==> src/rtl/alu_arb_pkg.sv <==
`default_nettype none
// ============================================================================
// Module   : alu_arb_pkg
// Brief    : Shared types and constants for the shared-ALU arbiter slice.
// Revision : 1.0 - initial release
// ============================================================================
package alu_arb_pkg;

  // Width of the shared ALU datapath.
  localparam int ALU_DATA_WIDTH = 32;
  // Largest supported number of requesters.
  localparam int ALU_MAX_REQ    = 4;

  // Arbiter FSM: wait for a request, drive the ALU, hold the response.
  typedef enum logic [1:0] {
    IDLE  = 2'd0,
    ISSUE = 2'd1,
    RESP  = 2'd2
  } arb_state_e;

endpackage
`default_nettype wire

==> src/rtl/alu_share_arbiter_rr_grant.sv <==
`default_nettype none
// ============================================================================
// Module   : rr_grant
// Brief    : Combinational round-robin picker. Searches eligible requests
//            (request & mask) starting one past the previous winner, wrapping
//            modulo NUM_REQ, and returns a one-hot grant plus encoded index.
// Revision : 1.0 - initial release
// ============================================================================
module rr_grant #(
  parameter int NUM_REQ  = 3,
  parameter int ID_WIDTH = $clog2(NUM_REQ)
) (
  input  logic [NUM_REQ-1:0]  i_req,
  input  logic [ID_WIDTH-1:0] i_last_grant,
  input  logic [NUM_REQ-1:0]  i_mask,
  output logic [NUM_REQ-1:0]  o_grant,
  output logic [ID_WIDTH-1:0] o_grant_idx
);

  // NUM_REQ at the width of the wrap arithmetic (one bit wider than an id).
  localparam logic [ID_WIDTH:0] c_num_req = NUM_REQ[ID_WIDTH:0];

  logic [NUM_REQ-1:0] w_eligible;
  logic [ID_WIDTH:0]  w_sum;
  logic [ID_WIDTH-1:0] w_idx;
  logic               w_found;

  assign w_eligible = i_req & i_mask;

  // Walk last_grant+1 .. last_grant+NUM_REQ (mod NUM_REQ); first eligible hit wins.
  always_comb begin
    o_grant     = '0;
    o_grant_idx = '0;
    w_found     = 1'b0;
    w_sum       = '0;
    w_idx       = '0;
    for (int k = 1; k <= NUM_REQ; k++) begin
      // last_grant < NUM_REQ and k <= NUM_REQ, so one subtraction wraps it.
      w_sum = {1'b0, i_last_grant} + k[ID_WIDTH:0];
      if (w_sum >= c_num_req) begin
        w_sum = w_sum - c_num_req;
      end
      w_idx = w_sum[ID_WIDTH-1:0];
      if (!w_found && w_eligible[w_idx]) begin
        w_found        = 1'b1;
        o_grant[w_idx] = 1'b1;
        o_grant_idx    = w_idx;
      end
    end
  end

endmodule
`default_nettype wire

==> src/rtl/alu_share_arbiter.sv <==
`default_nettype none
// ============================================================================
// Module   : alu_share_arbiter
// Brief    : Shares one combinational ALU (add + equality) between NUM_REQ
//            requesters with round-robin valid/ready arbitration. Operands are
//            registered into the ALU, the result is registered back and
//            returned on a single id-tagged response channel.
//            Optional grant lock enabled by macro ALU_ARB_LOCK_EN.
// Revision : 1.0 - initial release
// ============================================================================
module alu_share_arbiter
  import alu_arb_pkg::*;
#(
  parameter int NUM_REQ    = 3,
  parameter int DATA_WIDTH = ALU_DATA_WIDTH,
  parameter int ID_WIDTH   = $clog2(NUM_REQ)
) (
  input  logic                          clk,
  input  logic                          rst_n,
  input  logic [NUM_REQ-1:0]            req_valid,
  output logic [NUM_REQ-1:0]            req_ready,
  input  logic [NUM_REQ*DATA_WIDTH-1:0] req_op1,
  input  logic [NUM_REQ*DATA_WIDTH-1:0] req_op2,
`ifdef ALU_ARB_LOCK_EN
  input  logic [NUM_REQ-1:0]            req_lock,
`endif
  output logic [DATA_WIDTH-1:0]         alu_op1,
  output logic [DATA_WIDTH-1:0]         alu_op2,
  input  logic [DATA_WIDTH-1:0]         alu_sum,
  input  logic                          alu_eq,
  output logic                          resp_valid,
  input  logic                          resp_ready,
  output logic [ID_WIDTH-1:0]           resp_id,
  output logic [DATA_WIDTH-1:0]         resp_sum,
  output logic                          resp_eq
);

  // After reset the search starts at NUM_REQ-1 + 1, so requester 0 wins first.
  localparam logic [ID_WIDTH-1:0] c_last_rst = ID_WIDTH'(NUM_REQ - 1);

  arb_state_e           r_state;
  arb_state_e           w_state_next;
  logic [DATA_WIDTH-1:0] r_op1;
  logic [DATA_WIDTH-1:0] r_op2;
  logic [DATA_WIDTH-1:0] r_resp_sum;
  logic                  r_resp_eq;
  logic [ID_WIDTH-1:0]   r_id;
  logic [ID_WIDTH-1:0]   r_last_grant;
  logic [DATA_WIDTH-1:0] w_sel_op1;
  logic [DATA_WIDTH-1:0] w_sel_op2;
  logic [NUM_REQ-1:0]    w_grant;
  logic [NUM_REQ-1:0]    w_mask;
  logic [ID_WIDTH-1:0]   w_grant_idx;
  logic                  w_any;
  logic                  w_window;
  logic                  w_accept;
  logic                  w_lock_active;

  // A grant is offered when idle, or when the current response retires now.
  assign w_window  = (r_state == IDLE) || ((r_state == RESP) && resp_ready);
  assign w_any     = |w_grant;
  assign w_accept  = w_window && w_any;
  assign req_ready = w_window ? w_grant : '0;

  rr_grant #(
    .NUM_REQ  (NUM_REQ),
    .ID_WIDTH (ID_WIDTH)
  ) u_rr_grant (
    .i_req        (req_valid),
    .i_last_grant (r_last_grant),
    .i_mask       (w_mask),
    .o_grant      (w_grant),
    .o_grant_idx  (w_grant_idx)
  );

`ifdef ALU_ARB_LOCK_EN
  logic                r_lock;
  logic [ID_WIDTH-1:0] r_lock_id;

  // The lock only holds while its owner keeps requesting; a dropped valid
  // releases it in that same grant cycle so the others can win immediately.
  assign w_lock_active = r_lock && req_valid[r_lock_id];

  // Restrict eligibility to the lock owner while the lock is active.
  always_comb begin
    w_mask = '1;
    if (w_lock_active) begin
      w_mask            = '0;
      w_mask[r_lock_id] = 1'b1;
    end
  end

  // Lock flag follows req_lock at each handshake; released on owner idle.
  always_ff @(posedge clk or negedge rst_n) begin
    if (!rst_n) begin
      r_lock    <= 1'b0;
      r_lock_id <= '0;
    end else if (w_accept) begin
      r_lock    <= req_lock[w_grant_idx];
      r_lock_id <= w_grant_idx;
    end else if (w_window && r_lock && !req_valid[r_lock_id]) begin
      r_lock    <= 1'b0;
    end
  end
`else
  assign w_lock_active = 1'b0;
  assign w_mask        = '1;
`endif

  // One-hot operand select of the current winner.
  always_comb begin
    w_sel_op1 = '0;
    w_sel_op2 = '0;
    for (int i = 0; i < NUM_REQ; i++) begin
      if (w_grant[i]) begin
        w_sel_op1 = req_op1[i*DATA_WIDTH +: DATA_WIDTH];
        w_sel_op2 = req_op2[i*DATA_WIDTH +: DATA_WIDTH];
      end
    end
  end

  // FSM state register.
  always_ff @(posedge clk or negedge rst_n) begin
    if (!rst_n) begin
      r_state <= IDLE;
    end else begin
      r_state <= w_state_next;
    end
  end

  // FSM next state: ISSUE lasts one cycle, RESP holds until resp_ready.
  always_comb begin
    w_state_next = r_state;
    case (r_state)
      IDLE:    if (w_accept) w_state_next = ISSUE;
      ISSUE:   w_state_next = RESP;
      RESP:    if (resp_ready) w_state_next = w_accept ? ISSUE : IDLE;
      default: w_state_next = IDLE;
    endcase
  end

  // Operand/id capture at the handshake; ALU result capture at end of ISSUE.
  always_ff @(posedge clk or negedge rst_n) begin
    if (!rst_n) begin
      r_op1        <= '0;
      r_op2        <= '0;
      r_id         <= '0;
      r_last_grant <= c_last_rst;
      r_resp_sum   <= '0;
      r_resp_eq    <= 1'b0;
    end else begin
      if (w_accept) begin
        r_op1 <= w_sel_op1;
        r_op2 <= w_sel_op2;
        r_id  <= w_grant_idx;
        // Locked re-grants leave the round-robin pointer where it was.
        if (!w_lock_active) begin
          r_last_grant <= w_grant_idx;
        end
      end
      if (r_state == ISSUE) begin
        r_resp_sum <= alu_sum;
        r_resp_eq  <= alu_eq;
      end
    end
  end

  assign alu_op1    = r_op1;
  assign alu_op2    = r_op2;
  assign resp_valid = (r_state == RESP);
  assign resp_id    = r_id;
  assign resp_sum   = r_resp_sum;
  assign resp_eq    = r_resp_eq;

endmodule
`default_nettype wire

==> config.mk <==
export PLATFORM = sky130hd
export DESIGN_NAME = alu_share_arbiter
export DESIGN_NICKNAME = d
export VERILOG_FILES = /design/src/rtl/alu_arb_pkg.sv /design/src/rtl/alu_share_arbiter_rr_grant.sv /design/src/rtl/alu_share_arbiter.sv
export SDC_FILE = /design/constraint.sdc
export NUM_CORES = 1
export LEC_CHECK = 0
export ABC_AREA = 1
export CAP_MARGIN = 20
export CORE_MARGIN = 4
export CORE_UTILIZATION = 30
export CTS_CLUSTER_DIAMETER = 30
export CTS_CLUSTER_SIZE = 12
export DETAILED_ROUTE_END_ITERATION = 10
export DONT_BUFFER_PORTS = 1
export PLACE_DENSITY = 0.5
export SYNTH_ARGS = -nofsm -noshare
export SYNTH_HDL_FRONTEND = slang
export SYNTH_SLANG_ARGS = --single-unit
==> constraint.sdc <==
create_clock -name clk -period 2.95 [get_ports clk]
set_clock_uncertainty 0.1 [all_clocks]
set_input_delay 0 -clock clk [delete_from_list [all_inputs] [get_ports clk]]
set_output_delay 0 -clock clk [all_outputs]
set_load 0.05 [all_outputs]
==> results of run 1 <==
[cell families after synthesis]
family | after synthesis | synth area share
and+or+nand+nor | 436 | 0.332
buffers and inverters | 148 | 0.113
DFF | 102 | 0.424
AOI/OAI and AO/OA | 69 | 0.0573
muxes | 33 | 0.0617
adders and majority gates | 6 | 0.0125
[stage by stage]
step / hold slack, ns / instance area, sq um / util / std cells
after detailed placement: -0.393 / 6260 / 0.320 / 1016
after global placement: -0.393 / 6260 / 0.320 / 1016
after floorplan: -0.396 / 6030 / - / 794
==> impl_results.md, run 1 <==
* Rows at a little over 50
* Stopped at: clock tree synthesis (4_1_cts)
* Yosys reg bits at about 100
* Log Error: [ERROR RSZ-0060] Max buffer count reached.
* Setup Buffers After CTS at 0
* Clock Tree Root: clkbuf_16
* Status: stopped before the end
* Fraction of the yosys area taken by sequential cells at 0.424
* Top cells by area, synth: dfrtp_1 (42%), nand2_1 (14%), nand3_1 (11%)
* Cts bufs inserted at 9
* Warning count from the yosys run at 0
* Boundary pin count at roughly 330
* Most used DFF post-synth: dfrtp_1
* Synth unique cells at 20
* Dpl ws at approximately 0.21 ns
* Die Span Y at 150 um
* H-Tree Depth at 3
* GPL Wtd Cong at around 0.84
* Count leader, synth: nand2_1
* Hpwl dp at roughly 14 mm
* Synth area leader: dfrtp_1
* Yosys top cell area share at 0.419
* Worst-case clock buffer depth at 2
* Number of synthesized flops with an enable pin at 0
* Netlist Area Pre-Place at approximately 6000 sq um
* # resized after CTS at 3
* Post-synthesis instance total at a little under 800
* Syn_nets at roughly 1.0k
* Mean post-synth cell area at approximately 7.6 sq um
* Die Wd at ~150 um
* Number of sinks on the clock net at a little over 100
* FFs w/ async S/R, synth at 1.00
* Starting density of the core at 0.308
* Synth cell count leaders: nand2_1 (223), nand3_1 (138), dfrtp_1 (101), inv_1 (80)
* # port buffers at 0
* Post-CTS Hold Buffers at slightly above 200
==> run 2: changes to the inputs <==
--- a/config.mk
+++ b/config.mk
@@ -8,12 +8,10 @@
 export ABC_AREA = 1
 export CAP_MARGIN = 20
 export CORE_MARGIN = 4
-export CORE_UTILIZATION = 30
-export CTS_CLUSTER_DIAMETER = 30
-export CTS_CLUSTER_SIZE = 12
+export CORE_UTILIZATION = 20
 export DETAILED_ROUTE_END_ITERATION = 10
 export DONT_BUFFER_PORTS = 1
-export PLACE_DENSITY = 0.5
+export PLACE_DENSITY_LB_ADDON = 0.15
 export SYNTH_ARGS = -nofsm -noshare
 export SYNTH_HDL_FRONTEND = slang
 export SYNTH_SLANG_ARGS = --single-unit
==> run 2 against run 1 <==
Against the previous run:
- the flow now finishes without violations
- area after synthesis unchanged
- synthesized cell count did not move
==> impl_results.md, run 2 <==
* Status: complete, no violations
* Fin Setup TNS at 0 ns
* Die Wd at 182 um (+21%)
* Hpwl dp at 17.4 mm (+20%)
* Starting density of the core at 0.203 (-0.105)
* Initial antenna violation count at 0
* DRT Pass-1 Iters at 7
* Final hold violations at 0
* XOR/XNOR share of the synthesized area at 0 (unchanged)
* Synth Area in Adders at 0.0125 (unchanged)
* Count leader, synth: nand2_1
* H-Tree Depth at 3 (unchanged)
* Max Slew Vio Count at 0
* Maxcap violations at 0
* Rows at 63 (+24%)
* Most used DFF post-synth: dfrtp_1
* Crit path from: r_last_grant[1]$_DFFE_PN1P_
* Mean post-synth cell area at 7.59 sq um (unchanged)
* Yosys top cell area share at 0.419 (unchanged)
* Netlist Area Pre-Place at 6030 sq um (unchanged)
* Clock Tree Root: clkbuf_16
* TritonCTS clock tree: built
* Core Box Area at slightly below 30000 sq um
* CP startpoint kind: flop
* Switching power of the nets at between 7 and 8 mW
* DR iter-0 viols at 197
* Worst-case clock buffer depth at 2 (unchanged)
* Reg clk slew, reported paths at around 0.080 ns
* CP Class: reg2out
* Int Pwr at 5.39 mW
* Synth cell count leaders: nand2_1 (223), nand3_1 (138), dfrtp_1 (101), inv_1 (80)
* Number of sinks on the clock net at 102 (unchanged)
* Comb pwr share at 0.540
* Die Span Y at 182 um (+21%)
* Peak supply drop at 0.693 mV
* Die area at ~33000 sq um
* Startpoint of the worst hold path: req_valid[0]
* Fmax at ~360 MHz
* Synth unique cells at 20 (unchanged)
* Clock Power Share at 0.106
* CP Capture Type: output pin
* Worst hold path type: in2reg
* Layout cells sized above 1 at 0.0901
* Grt ovf at 0
* Critical Path AT at 2.64 ns
* Drt drc at 0
* WP data required at roughly 2.9 ns
* Top cells by area, synth: dfrtp_1 (42%), nand2_1 (14%), nand3_1 (11%)
* R2R depth at 15
* Final Util at 0.308
* Static Leak at approximately 4.4 nW
* Syn-to-layout area delta at 52.0%
* Number of synthesized flops with an enable pin at 0 (unchanged)
* RSZ-0062 raised after global routing: yes
* First-pass GRT wire length at slightly above 40 mm
* Hold path cells at 6
* DRT antenna net count at 0
* Post-synthesis instance total at 794 (unchanged)
* Post-synthesis mux area share at 0.0617 (unchanged)
* Slew of the pin with the lowest slew margin at roughly 0.8 ns
* Fin nets at 1231
* Yosys reg bits at 102 (unchanged)
* GPL Wtd Cong at 0.804 (-4.6%)
* Synth Area in Compound Gates at 0.0573 (unchanged)
* Vias at between 6k and 7k
* Setup Viol. Count Final at 0
* # port buffers at 0 (unchanged)
* Sw Ratio at 0.596
* Crit-path max FO at 24
* Largest net degree at the start of global routing at just over 100
* Final worst path period need at approximately 2.7 ns
* Vias per inst at ~4.6
* Drt total wl at ~26 mm
* Simple-gate portion of the synthesized area at 0.332 (unchanged)
* Main combinational cell family by area after synthesis: simple AND/OR/NAND/NOR gates
* WL per Instance at 18.8 um
* Worst Hold End: resp_id[0]$_DFFE_PN0P_
* Worst relative slew slack at 0.473
* Warning count from the yosys run at 0 (unchanged)
* Vias in the first global route at approximately 7.0k
* Commonest non-fill, non-tap cell in the layout: dlygate4sd3_1
* Share of power burned in registers at 0.354
* PwrDens at ~1500 nW/um^2
* Fraction of the yosys area taken by sequential cells at 0.424 (unchanged)
* Cts bufs inserted at 9 (unchanged)
* Period utilization at 0.929
* Synth area leader: dfrtp_1
* Clock Latency Late Sink at between 0.3 and 0.4 ns
* R2R Setup Slk at approximately 0.33 ns
* Antenna fix cells at 0
* Syn_nets at 1031 (unchanged)
* Gr usage total at 0.152
* Crit Reg-Reg Startpoint: r_last_grant[1]$_DFFE_PN1P_
* FFs w/ async S/R, synth at 1.00 (unchanged)
* Most frequent cells in the layout: dlygate4sd3_1 (227), nand2_1 (221), nand3_1 (138)
* Reg-to-reg endpoint: alu_op2[12]$_DFFE_PN0P_
* Boundary pin count at 334 (unchanged)
## run 2: cell counts after synthesis
No cell type changed its count.
## run 2: cell type report
class / instances / area (sq um)
Clock inverter: 7 / 114
Timing Repair Buffer: 255 / 2630
Tap cell: 390 / 488
Multi-Input combinational cell: 544 / 2840
Sequential cell: 102 / 2550
Clock buffer: 9 / 225
Inverter: 82 / 308
Fill cell: 3114 / 20600
## run 2: power groups by stage
stage,combinational [mW],sequential [mW],clock (mW)
final,7.19,4.72,1.41
after floorplan,5.02,4.52,0
after detailed placement,6.93,4.74,0
after global placement,6.93,4.78,0
after global routing,8.08,4.81,1.53
after CTS,7.23,4.73,1.48
## run 2: worst max-delay path by stage
| stage | depth (start not counted) | endpoint |
|---|---|---|
| 2_1_floorplan | 13 | req_ready[1] |
| 3_3_place_gp | 14 | r_last_grant[1]$_DFFE_PN1P_ |
| 3_5_place_dp | 14 | alu_op2[14]$_DFFE_PN0P_ |
| 4_1_cts | 13 | req_ready[2] |
| 5_1_grt | 13 | req_ready[1] |
| 6_report | 13 | req_ready[1] |
## run 2: timing repair
action / CTS / global route
gates resized for setup: 3 / 7
endpoints found under the hold margin: 200 / 0
endpoints found under the setup margin: 3 / 25
cloned: 0 / 0
hold buffers: 228 / 0
setup buffers: 0 / 0
## run 2: kinds of logic (layout without fill, tap and decap cells)
kind of cell	count (synthesis)	in the layout
flops	102	102
buf+inv	148	353
compound gates	69	69
fa+ha+maj	6	6
simple gates	436	436
mux	33	33
## run 2: routing by layer
metal  track usage  share of wire  vias up
li1              -              -     3038
met1         0.173           0.41     3026
met2         0.278           0.50      323
met3        0.0467          0.079       36
met4        0.0375          0.017        0
met5             0              0        -
## run 2: critical path, stage by stage, from the launching register on
cell and delay (ns):
dfstp_2 0.55, inv_1 0.11, ha_4 0.27, inv_2 0.09
nand2_1 0.06, nand3_1 0.09, nand2_1 0.12, nor2_4 0.16
nand3_1 0.12, nand2_4 0.14, nand2_4 0.09, buf_8 0.21
inv_1 0.08, buf_4 0.19
## run 2: through the flow
| stage | hold slack [ns] | power (mW) | std cells | setup WS [ns] | cell area (sq um) |
|---|---|---|---|---|---|
| after global placement | -0.390 | 11.7 | 1145 | 0.236 | 6470 |
| after CTS | 0.0490 | 13.4 | 1389 | 0.00954 | 9130 |
| after floorplan | -0.396 | 9.55 | 794 | 0.518 | 6030 |
| final | 0.0744 | 13.3 | 1389 | 0.209 | 9160 |
| after detailed placement | -0.391 | 11.7 | 1145 | 0.228 | 6470 |
| after global routing | 0.131 | 14.4 | 1389 | -0.0127 | 9160 |
No activity file was read; power rests on OpenSTA's default activity.
